[src/rtl/io_cond_pkg.sv]
// Shared constants and types for the board-input conditioner.
package io_cond_pkg;

  localparam int NUM_SW  = 16;
  localparam int NUM_BTN = 4;

  localparam int DB_COUNT_DEFAULT = 250000;
  localparam int CNT_W_DEFAULT    = 18;

  // Field positions of the press flags inside the I/O-mapped button status word.
  localparam int EVENTS_BIT_LSB  = 0;
  localparam int OVERRUN_BIT_LSB = EVENTS_BIT_LSB + NUM_BTN;

  typedef logic [NUM_BTN-1:0] btn_vec_t;
  typedef logic [NUM_SW-1:0]  sw_vec_t;

endpackage

[src/rtl/debounce_bit.sv]
// One input bit: 2-flop synchroniser, then a level that only changes after
// DB_COUNT consecutive cycles of disagreement with the synchronised input.
module debounce_bit #(
  parameter int DB_COUNT = 4,
  parameter int CNT_W    = 3
) (
  input  logic clk,
  input  logic reset,
  input  logic raw,
  output logic level
);

  localparam logic [CNT_W-1:0] CNT_LAST = CNT_W'(DB_COUNT - 1);

  logic             sync1;
  logic             sync2;
  logic [CNT_W-1:0] cnt;

  // NOTE: state registers use non-blocking assignments so every flop samples
  // the pre-edge value of its neighbours; blocking here would collapse the
  // synchroniser into a single stage.
  always_ff @(posedge clk) begin
    if (reset) begin
      sync1 <= 1'b0;
      sync2 <= 1'b0;
      cnt   <= '0;
      level <= 1'b0;
    end else begin
      sync1 <= raw;
      sync2 <= sync1;
      if (sync2 == level) begin
        cnt <= '0;
      end else if (cnt == CNT_LAST) begin
        level <= sync2;
        cnt   <= '0;
      end else begin
        cnt <= cnt + CNT_W'(1);
      end
    end
  end

endmodule

[src/rtl/io_input_conditioner.sv]
// Conditions raw switches/buttons and keeps sticky press/overrun flags.
// Define IOC_SWITCH_DEBOUNCE_EN to debounce switches as well as buttons.
module io_input_conditioner
  import io_cond_pkg::*;
#(
  parameter int DB_COUNT = DB_COUNT_DEFAULT,
  parameter int CNT_W    = CNT_W_DEFAULT
) (
  input  logic               clk,
  input  logic               reset,
  input  logic [NUM_SW-1:0]  switches_raw,
  input  logic [NUM_BTN-1:0] buttons_raw,
  input  logic [NUM_BTN-1:0] clr_events,
  output logic [NUM_SW-1:0]  switches,
  output logic [NUM_BTN-1:0] buttons,
  output logic [NUM_BTN-1:0] btn_events,
  output logic [NUM_BTN-1:0] btn_overrun,
  output logic               event_any
);

  btn_vec_t btn_prev;
  btn_vec_t rise;
  btn_vec_t events_next;
  btn_vec_t overrun_next;

  for (genvar i = 0; i < NUM_BTN; i++) begin : g_btn
    debounce_bit #(.DB_COUNT(DB_COUNT), .CNT_W(CNT_W)) u_db (
      .clk   (clk),
      .reset (reset),
      .raw   (buttons_raw[i]),
      .level (buttons[i])
    );
  end

`ifdef IOC_SWITCH_DEBOUNCE_EN
  for (genvar i = 0; i < NUM_SW; i++) begin : g_sw
    debounce_bit #(.DB_COUNT(DB_COUNT), .CNT_W(CNT_W)) u_db (
      .clk   (clk),
      .reset (reset),
      .raw   (switches_raw[i]),
      .level (switches[i])
    );
  end
`else
  sw_vec_t sw_sync1;
  sw_vec_t sw_sync2;

  always_ff @(posedge clk) begin
    if (reset) begin
      sw_sync1 <= '0;
      sw_sync2 <= '0;
    end else begin
      sw_sync1 <= switches_raw;
      sw_sync2 <= sw_sync1;
    end
  end

  assign switches = sw_sync2;
`endif

  // NOTE: every always_comb output gets a value on every path, so no latch
  // can be inferred.
  // A press coinciding with its clear wins: the event is kept, overrun is not.
  always_comb begin
    rise         = buttons & ~btn_prev;
    events_next  = rise | (btn_events & ~clr_events);
    overrun_next = (rise & btn_events & ~clr_events) | (btn_overrun & ~clr_events);
  end

  always_ff @(posedge clk) begin
    if (reset) begin
      btn_prev    <= '0;
      btn_events  <= '0;
      btn_overrun <= '0;
      event_any   <= 1'b0;
    end else begin
      btn_prev    <= buttons;
      btn_events  <= events_next;
      btn_overrun <= overrun_next;
      event_any   <= |events_next;
    end
  end

endmodule
[config.mk]
export PLATFORM = sky130hd
export DESIGN_NAME = io_input_conditioner
export DESIGN_NICKNAME = d
export VERILOG_FILES = /design/src/rtl/io_cond_pkg.sv /design/src/rtl/debounce_bit.sv /design/src/rtl/io_input_conditioner.sv
export SDC_FILE = /design/constraint.sdc
export NUM_CORES = 1
export LEC_CHECK = 0
export BUFFER_PORTS_ARGS = -buffer_cell sky130_fd_sc_hd__clkbuf_2
export CORE_AREA = 2 2 133 135
export CTS_CLUSTER_DIAMETER = 80
export CTS_CLUSTER_SIZE = 30
export DETAILED_ROUTE_END_ITERATION = 7
export DIE_AREA = 0 0 135 137
export PLACE_DENSITY_LB_ADDON = 0.05
export SLEW_MARGIN = 10
export SYNTH_ARGS = -nofsm -noshare
export SYNTH_HDL_FRONTEND = slang
export SYNTH_HIERARCHICAL = 1
export SYNTH_SLANG_ARGS = --single-unit
[constraint.sdc]
create_clock -name clk -period 3.4 [get_ports clk]
set_input_delay 0.68 -clock clk [delete_from_list [all_inputs] [get_ports clk]]
set_output_delay 0.68 -clock clk [all_outputs]
set_load 0.02 [all_outputs]
# == Word level (Yosys, flattened, before mapping) ==
# Cells that the tools add are included.
# totals
ff_bits,129
latchBits,0
ramBits,0
rom_bits,0
inputBits,26
word_cells,56
memories,0
# op_classes
addsub,4
multipliers,0
div,0
order_cmp,0
eq_ne,8
n_shift,0
mux,0
bitwise_logic,13
n_reduce_logical,9
# ops
op,count
18-bit by 1-bit adder with 18-bit output (second input constant),4
18-bit equality test (second input constant),4
4-bit AND,5
3-bit OR reduction,4
4-bit NOT,2
4-bit OR,2
2-bit AND reduction,4
1-bit equality test,4
1-bit NOT,4
4-bit OR reduction,1

# == Logic depth before layout (Yosys ltp) ==
# logic_depth
ltp_word,5
ltp_mapped,6

# == Hierarchy ==
# Netlist, hierarchy kept.
# modules_own_cells
module,n_inst,cells_each,area_per_inst_um2,seq_area_each_um2
debounce_bit,4,104,914.6,420.4
io_input_conditioner,1,111,1348.8,900.9

# == Worst setup path after synthesis ==
# No wires, ideal clock.
# synth_path
path_type,reg-to-reg
from,register g_btn[0].u_db.cnt[0]
to,register g_btn[0].u_db.cnt[14]
arrival_ns,1.736
t_required_ns,3.330
path_slack_ns,1.594
path_stages_with_launch,6
n_path_buf,0
synth_period_minus_slack_ns,1.806
cell_sequence,dfxtp_1 ha_1 nand3_1 or3_1 or4_2 a21oi_1
# synth_between
elab_chain_len,2
# synth_rtl
element,line,text
from (decl),debounce_bit.sv:17,logic [CNT_W-1:0] cnt;
from (signal assigned),debounce_bit.sv:37,cnt <= cnt + CNT_W'(1);
"parallel branches: the longest is 2 deep, another holds 18-bit by 1-bit adder with 18-bit output",n/a,
# Parallel ways; which one is timed is not known.
# A chain may end at the register's enable or synchronous reset.

# == Final worst setup path ==
# layout_path
from,register g_btn[1].u_db.cnt[0]
to,register g_btn[1].u_db.cnt[14]
# layout_between
elab_chain_len,2
# layout_rtl
element,line
from (decl),debounce_bit.sv:17
from (signal assigned),debounce_bit.sv:37
"parallel branches: the longest is 2 deep, another holds 18-bit by 1-bit adder with 18-bit output",n/a
# Parallel ways; which one is timed is not known.

==> results.sh <==
export IMPL_status="finished clean"
export IMPL_post_cts_hold_buffer_count=0
export IMPL_tritoncts="yes"
export IMPL_finalCoreUtilization=0.355
export IMPL_cts_root_buf="sky130_fd_sc_hd__clkbuf_16"
export IMPL_ys_async_sr_fraction=0
export IMPL_setup_worst_path_end_class="register"
export IMPL_clock_sink_count=129
export IMPL_maximum_number_of_pins_on_one_net_before_global_route_repair=34
export IMPL_grt_setup_unrepaired="no"
export IMPL_finalSetupTns_ns=0
export IMPL_hold_depth=1
export IMPL_cpMaxStageDelayCell="sky130_fd_sc_hd__or4_2"
export IMPL_post_synth_top_area_fraction=0.516
export IMPL_critical_path_top_delay_family="simple AND/OR/NAND/NOR gates"
export IMPL_cts_buffer_depth=2
export IMPL_critical_path_max_fanout=5
export IMPL_post_synthesis_average_cell_area_sq_um=9.50
export IMPL_postCtsSetupBuffers=0
export IMPL_ys_top_cells_by_area="sky130_fd_sc_hd__dfxtp_1, sky130_fd_sc_hd__xnor2_1, sky130_fd_sc_hd__nor2b_1, sky130_fd_sc_hd__nor2_1, sky130_fd_sc_hd__a21oi_1"
export IMPL_drive_gt1_frac=0.186
export IMPL_skew_ns=0.00624
export IMPL_die_area_sq_um=18500
export IMPL_syn_to_final_growth_pct=21.0
export IMPL_cts_resized=0
export IMPL_place_congestion=0.730
export IMPL_power_density_nw_per_um2=553
export IMPL_synth_net_count=557
export IMPL_die_h_um=137
export IMPL_placeableCoreArea_sq_um=17100
export IMPL_fp_row_count=48
export IMPL_power_mw=3.35
export IMPL_grt_pass1_vias=3439
export IMPL_slew_violations=0
export IMPL_period_needed_ns=2.03
export IMPL_most_numerous_cell_in_the_yosys_netlist="sky130_fd_sc_hd__dfxtp_1"
export IMPL_clkTransAtPathRegs_ns=0.05
export IMPL_ioPinCount=55
export IMPL_critical_path_startpoint_type="register"
export IMPL_die_width_um=135
export IMPL_layout_filler_cells=1791
export IMPL_drc=0
export IMPL_globalRouteOverflowTotal=0
export IMPL_wl_per_cell_um=12.8
export IMPL_leakage_power_of_the_design_nw=1.96
export IMPL_detailroute_via_count=3730
export IMPL_timing_reg2reg_worst_path_depth=5
export IMPL_intPower_mw=2.67
export IMPL_number_of_antenna_violations_at_the_first_check_in_global_routing=0
export IMPL_clock_power_share=0.517
export IMPL_power_switching_mw=0.679
export IMPL_detail_route_vias_per_cell=4.50
export IMPL_gr_usage_all_layers=0.122
export IMPL_wp_data_required_ns=3.74
export IMPL_post_synth_inst_count=527
export IMPL_worst_slew_pin_transition_ns=0.812
export IMPL_clock_insertion_delay_worst_skew_ns=0.41
export IMPL_critPathBufInv=0
export IMPL_effective_utilization_at_floorplan=0.294
export IMPL_finalSetupViolations=0
export IMPL_maxCapViolCount=0
export IMPL_yosys_warnings=6
export IMPL_post_route_period_util=0.597
export IMPL_share_seq_of_total_power=0.461
export IMPL_timing_max_slew_rel_slack=0.459
export IMPL_crit_path_max_incr_delay_ns=0.54
export IMPL_worst_ir_drop_on_vdd_v=0.000350
export IMPL_clock_fmax_mhz=492
export IMPL_cp_cell_sequence="ha_1 -> nand3_1 -> or3_1 -> or4_2 -> a21oi_1"
export IMPL_port_buffers=54
export IMPL_commonest_register_cell_after_synthesis="sky130_fd_sc_hd__dfxtp_1"
export IMPL_number_of_optimization_iterations_in_the_first_detailed_route_pass=4
export IMPL_hold_path_class="reg2reg"
export IMPL_synth_cells_most_frequent="sky130_fd_sc_hd__dfxtp_1, sky130_fd_sc_hd__nor2_1, sky130_fd_sc_hd__xnor2_1, sky130_fd_sc_hd__nor2b_1"
export IMPL_synth_sequential_area_ratio=0.516
export IMPL_synth_largest_area_cell="sky130_fd_sc_hd__dfxtp_1"
export IMPL_cts_buffers=17
export IMPL_report_final_hold_viol_count=0
export IMPL_wirelength_um=10600
export IMPL_synth_edff_count=0
export IMPL_grt_pass1_wl_um=17400
export IMPL_htree_levels=4
export IMPL_power_switching_fraction=0.203
export IMPL_ant_nets=0
export IMPL_layout_nets=622
export IMPL_r2r_setup_slack_ns=1.37
export IMPL_yosys_cell_types_count=30
export IMPL_cp_depth=5
export IMPL_worst_ep_arrival_time_ns=2.37
export IMPL_drt_iter0_markers=207
export IMPL_yosys_register_bits=129
export IMPL_num_antenna_cells=0
export IMPL_netlist_area_sq_um=5010
export IMPL_criticalPathCategory="reg2reg"
export IMPL_hpwl_um=7170
export IMPL_power_combinational_fraction=0.023
-- cells in the final DEF, fill, tap and decap left out, types with 5 or more instances in the layout --
master,netlist,routed
sky130_fd_sc_hd__dfxtp_1,129,129
sky130_fd_sc_hd__nor2_1,68,68
sky130_fd_sc_hd__clkbuf_2,0,54
sky130_fd_sc_hd__xnor2_1,48,48
sky130_fd_sc_hd__nor2b_1,46,46
sky130_fd_sc_hd__a21oi_1,28,28
sky130_fd_sc_hd__nand2_1,28,28
sky130_fd_sc_hd__nand3_1,24,24
sky130_fd_sc_hd__inv_1,20,20
sky130_fd_sc_hd__clkbuf_16,0,17
sky130_fd_sc_hd__nor3_1,16,16
sky130_fd_sc_hd__nor4_1,16,16
sky130_fd_sc_hd__o21ai_0,12,12
sky130_fd_sc_hd__nor4b_1,8,8
sky130_fd_sc_hd__or3_2,8,8
sky130_fd_sc_hd__nand4_1,8,8
sky130_fd_sc_hd__or3_1,8,8
sky130_fd_sc_hd__o31ai_1,8,8
sky130_fd_sc_hd__clkinv_2,0,5
-- stage by stage --
| stage | cells | hold slack (ns) | setup WS (ns) | instance area [sq um] |
|---|---|---|---|---|
| floorplan | 527 | 0.414 | 1.59 | 5010 |
| global placement | 798 | 0.418 | 1.33 | 5510 |
| detailed placement | 798 | 0.420 | 1.31 | 5510 |
| CTS | 828 | 0.423 | 1.39 | 6060 |
| global route | 828 | 0.424 | 1.20 | 6060 |
| finish | 828 | 0.430 | 1.37 | 6060 |
-- cells by family after synthesis --
family	Yosys count	synth area share
XOR/XNOR	52	0.0910
flip-flops	129	0.516
AND/OR/NAND/NOR	260	0.292
AO/OA/AOI/OAI	53	0.0622
buffers and inverters	29	0.0292
adder cells (fa/ha/maj)	4	0.0100
-- worst reg2reg max path, stage by stage, from the launching register on --
cell                      delay, ns
sky130_fd_sc_hd__dfxtp_1       0.37
sky130_fd_sc_hd__ha_1          0.22
sky130_fd_sc_hd__nand3_1       0.23
sky130_fd_sc_hd__or3_1         0.44
sky130_fd_sc_hd__or4_2         0.54
sky130_fd_sc_hd__a21oi_1       0.15
-- metal layers --
metal | routed length (um) | up-vias | track usage
li1 | - | 1944 | -
met1 | 5280 | 1733 | 0.160
met2 | 4830 | 40 | 0.181
met3 | 336 | 13 | 0.0459
met4 | 127 | 0 | 0.0503
met5 | 0 | - | 0
-- power groups by stage --
stage,clock [mW],sequential (mW),combinational [mW]
final,1.73,1.54,0.0757
after global routing,1.87,1.54,0.0841
after CTS,1.79,1.54,0.0780
after detailed placement,0,1.58,0.0777
after global placement,0,1.57,0.0776
after floorplan,0,1.58,0.0375
-- final cells by class --
type	count	area (sq um)	area share
sequential	129	2580	0.426
inverter	20	75.1	0.0124
tap	225	282	0.0464
timing repair buffer	55	290	0.0479
multi-input combinational	369	2280	0.376
clock inverter	7	85.1	0.0140
clock buffer	23	468	0.0772
-- flip-flops by register name (all words and copies together), names as in the netlist --
signal / flops
g_btn.u_db/cnt: 72
btn_events: 4
g_btn.u_db/sync2: 4
g_btn.u_db/level: 4
switches: 16
btn_prev: 4
sw_sync1: 16
event_any: 1
g_btn.u_db/sync1: 4
btn_overrun: 4
-- path summary, 6_finish.rpt --
check | end | startpoint
setup reg to reg | g_btn[1].u_db/cnt[14] | g_btn[1].u_db/cnt[0]
hold / removal | switches[2] | sw_sync1[2]
setup / recovery | g_btn[1].u_db/cnt[14] | g_btn[1].u_db/cnt[0]
hold reg to reg | switches[2] | sw_sync1[2]
Power figures use the tool's default switching activity.
